$ cat config.mk
export PLATFORM = sky130hd
export DESIGN_NAME = xadc_drp_reader
export DESIGN_NICKNAME = d
export VERILOG_FILES = /design/src/rtl/xadc_pkg.sv /design/src/rtl/sample_averager.sv /design/src/rtl/xadc_drp_reader.sv
export SDC_FILE = /design/constraint.sdc
export NUM_CORES = 1
export LEC_CHECK = 0
export ABC_AREA = 0
export CELL_PAD_IN_SITES_DETAIL_PLACEMENT = 1
export CELL_PAD_IN_SITES_GLOBAL_PLACEMENT = 2
export CORE_ASPECT_RATIO = 0.7
export CORE_UTILIZATION = 23
export DETAILED_ROUTE_END_ITERATION = 7
export GPL_ROUTABILITY_DRIVEN = 0
export GPL_TIMING_DRIVEN = 0
export PLACE_DENSITY = 0.76
export SLEW_MARGIN = 20
export SYNTH_ARGS = -nofsm -noshare
export SYNTH_HDL_FRONTEND = slang
export SYNTH_SLANG_ARGS = --single-unit
$ cat constraint.sdc
create_clock -name clk -period 2 [get_ports clk]
set_clock_uncertainty 0.05 [all_clocks]
set_input_delay 0.2 -clock clk [delete_from_list [all_inputs] [get_ports clk]]
set_output_delay 0.2 -clock clk [all_outputs]
set_load 0.03 [all_outputs]
$ cat src/rtl/xadc_pkg.sv
// Shared XADC definitions: DRP channel addresses, result width and the
// reader FSM state type.
package xadc_pkg;

  localparam int XADC_W = 12;

  localparam logic [6:0] TEMP   = 7'h00;
  localparam logic [6:0] VCCINT = 7'h01;
  localparam logic [6:0] VPVN   = 7'h03;

  typedef enum logic {
    IDLE,
    WAIT
  } drp_state_e;

endpackage

$ cat src/rtl/sample_averager.sv
// Block averager: sums 2^AVG_LOG2 captured results, then emits the top eight
// bits of the truncated mean as a level with a one-cycle valid strobe.
module sample_averager
  import xadc_pkg::*;
#(
  parameter int AVG_LOG2 = 4
) (
  input  logic              clk,
  input  logic              rst,
  input  logic              in_valid,
  input  logic [XADC_W-1:0] in_data,
  output logic [7:0]        level,
  output logic              valid
);

  localparam int ACC_W = XADC_W + AVG_LOG2;
  // A zero-length counter is illegal, so AVG_LOG2=0 keeps one bit pinned at 0.
  localparam int CNT_W = (AVG_LOG2 == 0) ? 1 : AVG_LOG2;
  localparam logic [CNT_W-1:0] CNT_LAST = CNT_W'((1 << AVG_LOG2) - 1);

  logic [ACC_W-1:0] acc_q, acc_d;
  logic [ACC_W-1:0] sum;
  logic [CNT_W-1:0] cnt_q, cnt_d;
  logic [7:0]       level_q, level_d;
  logic             valid_q, valid_d;

  // NOTE: every always_comb output gets a default first so no path leaves it unassigned and infers a latch.
  always_comb begin
    acc_d   = acc_q;
    cnt_d   = cnt_q;
    level_d = level_q;
    valid_d = 1'b0;
    sum     = acc_q + ACC_W'(in_data);
    if (in_valid) begin
      if (cnt_q == CNT_LAST) begin
        cnt_d   = '0;
        acc_d   = '0;
        level_d = 8'(sum >> (AVG_LOG2 + 4));
        valid_d = 1'b1;
      end else begin
        cnt_d = cnt_q + CNT_W'(1);
        acc_d = sum;
      end
    end
  end

  // NOTE: state registers use non-blocking assignment so all flops update together at the edge.
  always_ff @(posedge clk) begin
    if (rst) begin
      acc_q   <= '0;
      cnt_q   <= '0;
      level_q <= '0;
      valid_q <= 1'b0;
    end else begin
      acc_q   <= acc_d;
      cnt_q   <= cnt_d;
      level_q <= level_d;
      valid_q <= valid_d;
    end
  end

  assign level = level_q;
  assign valid = valid_q;

endmodule

$ cat src/rtl/xadc_drp_reader.sv
// DRP read sequencer: one read of CHANNEL per end-of-conversion, bounded by a
// drdy timeout, feeding captured results into the block averager.
module xadc_drp_reader
  import xadc_pkg::*;
#(
  parameter logic [6:0] CHANNEL  = VPVN,
  parameter int         AVG_LOG2 = 4,
  parameter int         TIMEOUT  = 15
) (
  input  logic              clk,
  input  logic              rst,
  input  logic              eoc,
  output logic [6:0]        daddr,
  output logic              den,
  output logic              dwe,
  input  logic              drdy,
  input  logic [15:0]       do_in,
  output logic [XADC_W-1:0] sample,
  output logic [7:0]        level,
  output logic              valid,
  output logic              timeout_err
);

  localparam logic [7:0] TMO_INIT = 8'(TIMEOUT);

  drp_state_e        state_q, state_d;
  logic [7:0]        tmo_q, tmo_d;
  logic              den_q, den_d;
  logic              terr_q, terr_d;
  logic [XADC_W-1:0] sample_q, sample_d;
  logic              capture;
  logic              unused_low_bits;

  assign unused_low_bits = ^do_in[3:0];

  always_comb begin
    state_d  = state_q;
    tmo_d    = tmo_q;
    den_d    = 1'b0;
    terr_d   = 1'b0;
    sample_d = sample_q;
    capture  = 1'b0;
    case (state_q)
      IDLE: begin
        if (eoc) begin
          state_d = WAIT;
          den_d   = 1'b1;
          tmo_d   = TMO_INIT;
        end
      end
      WAIT: begin
        // drdy is checked first so a response on the last allowed cycle still counts.
        if (drdy) begin
          capture  = 1'b1;
          sample_d = do_in[15:4];
          state_d  = IDLE;
        end else if (tmo_q == 8'd1) begin
          terr_d  = 1'b1;
          tmo_d   = '0;
          state_d = IDLE;
        end else begin
          tmo_d = tmo_q - 8'd1;
        end
      end
      default: state_d = IDLE;
    endcase
  end

  always_ff @(posedge clk) begin
    if (rst) begin
      state_q  <= IDLE;
      tmo_q    <= '0;
      den_q    <= 1'b0;
      terr_q   <= 1'b0;
      sample_q <= '0;
    end else begin
      state_q  <= state_d;
      tmo_q    <= tmo_d;
      den_q    <= den_d;
      terr_q   <= terr_d;
      sample_q <= sample_d;
    end
  end

  sample_averager #(
    .AVG_LOG2(AVG_LOG2)
  ) u_avg (
    .clk     (clk),
    .rst     (rst),
    .in_valid(capture),
    .in_data (do_in[15:4]),
    .level   (level),
    .valid   (valid)
  );

  assign daddr       = CHANNEL;
  assign dwe         = 1'b0;
  assign den         = den_q;
  assign timeout_err = terr_q;
  assign sample      = sample_q;

endmodule

[Word-level counts from Yosys, hierarchy flattened]
Cells that the tools add are included.
Cells by class
  add/subtract/negate cells: 3
  eq/ne operators: 4
  multiplexer cells: 14
  bitwise gates (word level): 2
  reductions and logical operators: 6
Operators by type and width (count)
  8-bit two-way mux: 3
  16-bit by 12-bit adder with 16-bit output: 1
  16-bit two-way mux: 1
  8-bit one-hot mux with 2 select lines: 1
  8-bit by 1-bit equality test with 1-bit output (second input constant): 1
  8-bit by 1-bit subtractor with 8-bit output (second input constant): 1
  1-bit two-way mux: 7
  2-bit AND reduction: 3
  4-bit by 1-bit adder with 4-bit output (second input constant): 1
  4-bit equality test (second input constant): 1
  4-bit two-way mux: 1
  2-bit inequality test (second input constant): 2
  2-bit OR reduction: 2
  3-bit OR reduction: 1
  1-bit NOT: 2
  1-bit one-hot mux with 2 select lines: 1
Storage, ports and cells
  flip-flop bits (word level): 52
  input port bits: 20
  output and inout port bits: 31
  logic and storage cells: 38

[Logic depth before layout (Yosys ltp)]
  depth after elaboration: 4
  gate-level depth with buffers: 8
  gate-level depth less buffers: 8

[Hierarchy]
A second synthesis with hierarchy kept.
Unflattened totals
  cell total of the unflattened synthesis: 314
  area, all modules: 2716.4 µm²
By module, submodules not included
  sample_averager: times used 1, cells each 187, area an instance 1687.9 µm², sequential area each 580.6 µm²
  xadc_drp_reader: times used 1, cells each 127, area an instance 1028.5 µm², sequential area each 460.4 µm²

[Worst setup path before layout]
No wires, ideal clock.
  path type: register to register
  start: reg u_avg.acc_q[0]
  end: reg u_avg.level_q[6] (netlist: u_avg.level[6])
  library setup time: 0.086 ns
  data arrival time: 2.092 ns
  data required time: 1.864 ns
  setup slack: -0.228 ns
  cell stages (with the launch flop): 9
  path buffers: 0
  clock period less this slack: 2.228 ns
  cells stage by stage: dfxtp_1 > ha_1 > fa_1 > a21o_1 > a221oi_4 > nor3b_4 > o311ai_2 > xor2_1 > a211oi_1
Between the ends
  longest elaborated chain between the ends: 1
Ends and longest elaborated chain
  start, declared: RTL line sample_averager.sv:21  | logic [ACC_W-1:0] acc_q, acc_d;
  start signal, assigned: RTL line sample_averager.sv:50  | acc_q <= '0;
  start signal, assigned: RTL line sample_averager.sv:55  | acc_q <= acc_d;
  16-bit by 12-bit adder with 16-bit output: RTL line sample_averager.sv:33  | sum = acc_q + ACC_W'(in_data);
  end signal, assigned: RTL line sample_averager.sv:57  | level_q <= level_d;
  end, declared: RTL line sample_averager.sv:24  | logic [7:0] level_q, level_d;
No other way between the ends.
A chain may end at the register's enable or synchronous reset.

[Worst setup path in the final report]
  start: reg u_avg.acc_q[0]
  end: reg u_avg.acc_q[8]
Between the ends
  longest elaborated chain between the ends: 2
Ends and longest elaborated chain
  16-bit by 12-bit adder with 16-bit output: RTL line sample_averager.sv:33
  16-bit two-way mux: RTL line sample_averager.sv:35  | if (cnt_q == CNT_LAST) begin
No other way between the ends.

==> impl_results.md <==
- Status: complete, but fails checks
- Failing checks: negative setup slack
- Row count: 32
- Port Buffers: 38
- Yosys warnings: 0
- Flop2flop setup slack: -280 ps
- Distinct cell type count after synthesis: between 50 and 60
- Sequential element share of the synthesized area: 0.3831
- FF-to-FF path depth: 9
- Slew Viols, Final: 0
- Initial antenna violation count: 0
- Tot Pwr: around 0.0025 W
- Power per Cell Area: 639.9 nW/um2
- Worst setup EP type: flip-flop
- Nets@finish: approximately 430
- CTS sink count: 52
- Core box area: 11250 um2
- CTS tree: yes
- Share of layout cells above drive strength 1: 0.2117
- H-tree level count: 2
- Syn Inst Count: between 300 and 400
- Total Wirelength: 8.004 mm
- Switch Pwr: between 0.0007 and 0.0008 W
- Diode count: 0
- Arr. time, crit path: 2430 ps
- Dpl cell area: between 3000 and 4000 um2
- Post-DRT Antenna Nets: 0
- Worst Setup Path Type: reg2reg
- Top_reg_cell synth: dfxtp_1
- P&R area growth vs syn: 42.40%
- Mean routed wirelength per cell: 14.69 um
- Power Internal: between 0.0015 and 0.002 W
- Crit path to: u_avg.acc_q[8]$_SDFFE_PP0P_
- Number of synthesized flops with an enable pin: 0
- Top-area cell type share of the netlist area: 0.3831
- Switching share of power: 0.2934
- Power share of the sequential group: 0.442
- Setup ws final: -282.8 ps
- CP startpoint: u_avg.acc_q[0]$_SDFFE_PP0P_
- VDD IR max: between 0.0003 and 0.0004 V
- Die Height: just over 90 um
- R2R Path End: u_avg.acc_q[8]$_SDFFE_PP0P_
- Final Hold Fails: 0
- Vias per cell: 4.589
- Initial DRC count: 107
- CP Launch Type: flip-flop
- Synth top area cells: dfxtp_1, nand2_1, a21oi_1
- Vias: ~2.5k
- Maximum fanout along the worst path: 3
- CTS clk-pin slew, worst paths: around 80 ps
- Clk buf depth: 2
- Root Buffer: clkbuf_16
- Clk network pwr share: 0.366
- Fmax: 438.1 MHz
- Initial Utilization: 0.2415
- Largest net degree at the start of global routing: 19
- Final-report setup violation count: 10
- Static Leak: 1.475 nW
- Total Routing Usage GR: 0.1359
- Part of the cycle the worst path needs: 1.141
- Fin Hold WS: about 140 ps
- IO Pins: between 50 and 60
- Design area: slightly below 4000 um2
- Post-Syn Area: approximately 2700 um2
- Die area: 12260 um2
- Async S/R FF share, synth: 0
- Die X: roughly 130 um
- Synth Register Bits: 52
- GRT Residual Overflow: 0
- WP data required: approximately 2100 ps
- Total iterations of the first detailed-routing run: 4
- Maximum Capacitance Violations: 0
- First-pass GRT wire length: between 10 and 15 mm
- Slew @ Worst Pin: about 710 ps
- Hold WC Path Type: in2reg
- Syn avg cell area: 8.336 um2
- Vias in the first global route: 2551
- Number of remaining DRC errors: 0
- Fin crit period: about 2300 ps
- Hpwl dp: around 5.7 mm
- Synth area leader: dfxtp_1
- RSZ-0062 raised after global routing: true
- Comb pwr share: 0.192
- Skew-Pair Late Insertion Delay: about 300 ps
- Total CTS buffers: 5
- Reg-to-Reg Start: u_avg.acc_q[0]$_SDFFE_PP0P_
- Setup_tns: -1878 ps
- Rel. slew slack: 0.5263
## kinds of logic after synthesis
group	synth area share
simple gates	0.2293
fa+ha+maj	0.07643
other cells	0.002763
xor+xnor	0.04190
flops	0.3831
mux	0.007367
compound gates	0.2076
buf+inv	0.05156
## flip-flops by register name, indices dropped and copies added, names as in the netlist
name,flops
timeout_err,1
state_q,1
tmo_q,8
u_avg.cnt_q,4
u_avg.level,8
u_avg.valid,1
sample,12
den,1
u_avg.acc_q,16
## layout by cell type, fill, tap and decap left out, types with 3 or more instances in the layout
| master | n |
|---|---|
| ha_4 | 7 |
| dlygate4sd2_1 | 4 |
| nand2b_1 | 5 |
| nand3_2 | 3 |
| a21o_1 | 5 |
| clkbuf_16 | 5 |
| nand3_1 | 8 |
| nand2_1 | 55 |
| buf_4 | 18 |
| dfxtp_1 | 49 |
| nor2_1 | 21 |
| a21oi_1 | 33 |
| nand4_1 | 3 |
| clkbuf_1 | 7 |
| ha_1 | 5 |
| nor3_1 | 6 |
| o21ai_0 | 6 |
| a22o_1 | 6 |
| a21oi_4 | 3 |
| dfxtp_2 | 3 |
| conb_1 | 8 |
| buf_6 | 7 |
| ha_2 | 3 |
| inv_1 | 6 |
| a21oi_2 | 5 |
| xor2_1 | 5 |
| dlymetal6s2s_1 | 3 |
| clkdlybuf4s50_1 | 31 |
| xnor2_1 | 7 |
## worst max-delay path, stage by stage (launching register included)
cell and delay [ps]:
dfxtp_2 340, ha_4 160, fa_2 350, a21o_1 200
a221oi_4 350, buf_6 170, o21bai_1 70, xor2_1 180
buf_4 140, a22o_1 160
## routing by layer
metal | GRT usage | up-vias | share of wire
met2 | 0.2200 | 28 | 0.45
met5 | 0 | - | 0
li1 | - | 1266 | -
met3 | 0.03120 | 7 | 0.027
met1 | 0.1777 | 1200 | 0.51
met4 | 0.04554 | 0 | 0.014
## power groups by stage
stage          Sequential [W]  Clock [W]  Combinational, W
2_1_floorplan         0.00113          0          0.000253
5_1_grt               0.00110   0.000984          0.000520
3_5_place_dp          0.00112          0          0.000400
4_1_cts               0.00109   0.000948          0.000432
3_3_place_gp          0.00112          0          0.000389
6_report              0.00109   0.000907          0.000474
## through the flow
step | util | instances | setup slack (ps)
4_1_cts | 0.3242 | 535 | -265.6
3_3_place_gp | 0.2958 | 523 | -799.7
3_5_place_dp | 0.2958 | 523 | -850.2
6_report | 0.3440 | 545 | -282.8
5_1_grt | 0.3440 | 545 | -383.8
2_1_floorplan | - | 332 | -179.0
## layout make-up
| cell class | count | area [um2] |
|---|---|---|
| multi-input cells | 252 | 1814 |
| clock inverters | 3 | 25.02 |
| fillers | 1305 | 7381 |
| plain buffers | 21 | 132.6 |
| inverters | 6 | 22.52 |
| repair buffers | 53 | 514.2 |
| clock buffers | 5 | 125.1 |
| well taps | 153 | 191.4 |
| flip-flops and latches | 52 | 1045 |
## cell usage after synthesis (2+ instances only)
cell type,number
xnor2_1,8
and3_1,2
buf_4,9
o21ai_1,3
inv_1,6
nor3b_1,2
nor4_1,2
nand4b_1,2
nor2b_1,2
a211o_1,2
nand3b_1,2
clkbuf_1,10
or3_1,2
xor2_1,5
nand4_1,3
nand2_1,56
o21ai_0,6
and2_1,2
dfxtp_1,52
buf_1,2
conb_1,2
a22oi_1,2
a21oi_2,2
a21oi_1,39
nor3_1,6
nand3_1,10
nand2b_1,6
a31oi_1,4
ha_1,15
a211oi_1,2
mux2i_1,2
or4_1,2
nor2_1,22
a22o_1,6
a21o_1,6
## how the worst min path moves through the flow
stage,depth (start not counted),slack (ps),start,to
after CTS,3,260,do_in[13],sample[9]$_SDFFE_PP0P_
after global placement,2,390,sample[2]$_SDFFE_PP0P_,sample[2]$_SDFFE_PP0P_
final,3,140,do_in[12],sample[8]$_SDFFE_PP0P_
after floorplan,2,290,do_in[4],sample[0]$_SDFFE_PP0P_
after global routing,3,160,do_in[12],sample[8]$_SDFFE_PP0P_
after detailed placement,2,400,sample[3]$_SDFFE_PP0P_,sample[3]$_SDFFE_PP0P_
## timing repair
item / CTS / global route
resized for setup: 29 / 34
setup buffers: 5 / 10
hold buffers: 0 / 0
setup endpoints to repair: 18 / 27
pin swaps: 14 / 19
No activity file was read; power rests on OpenSTA's default activity.
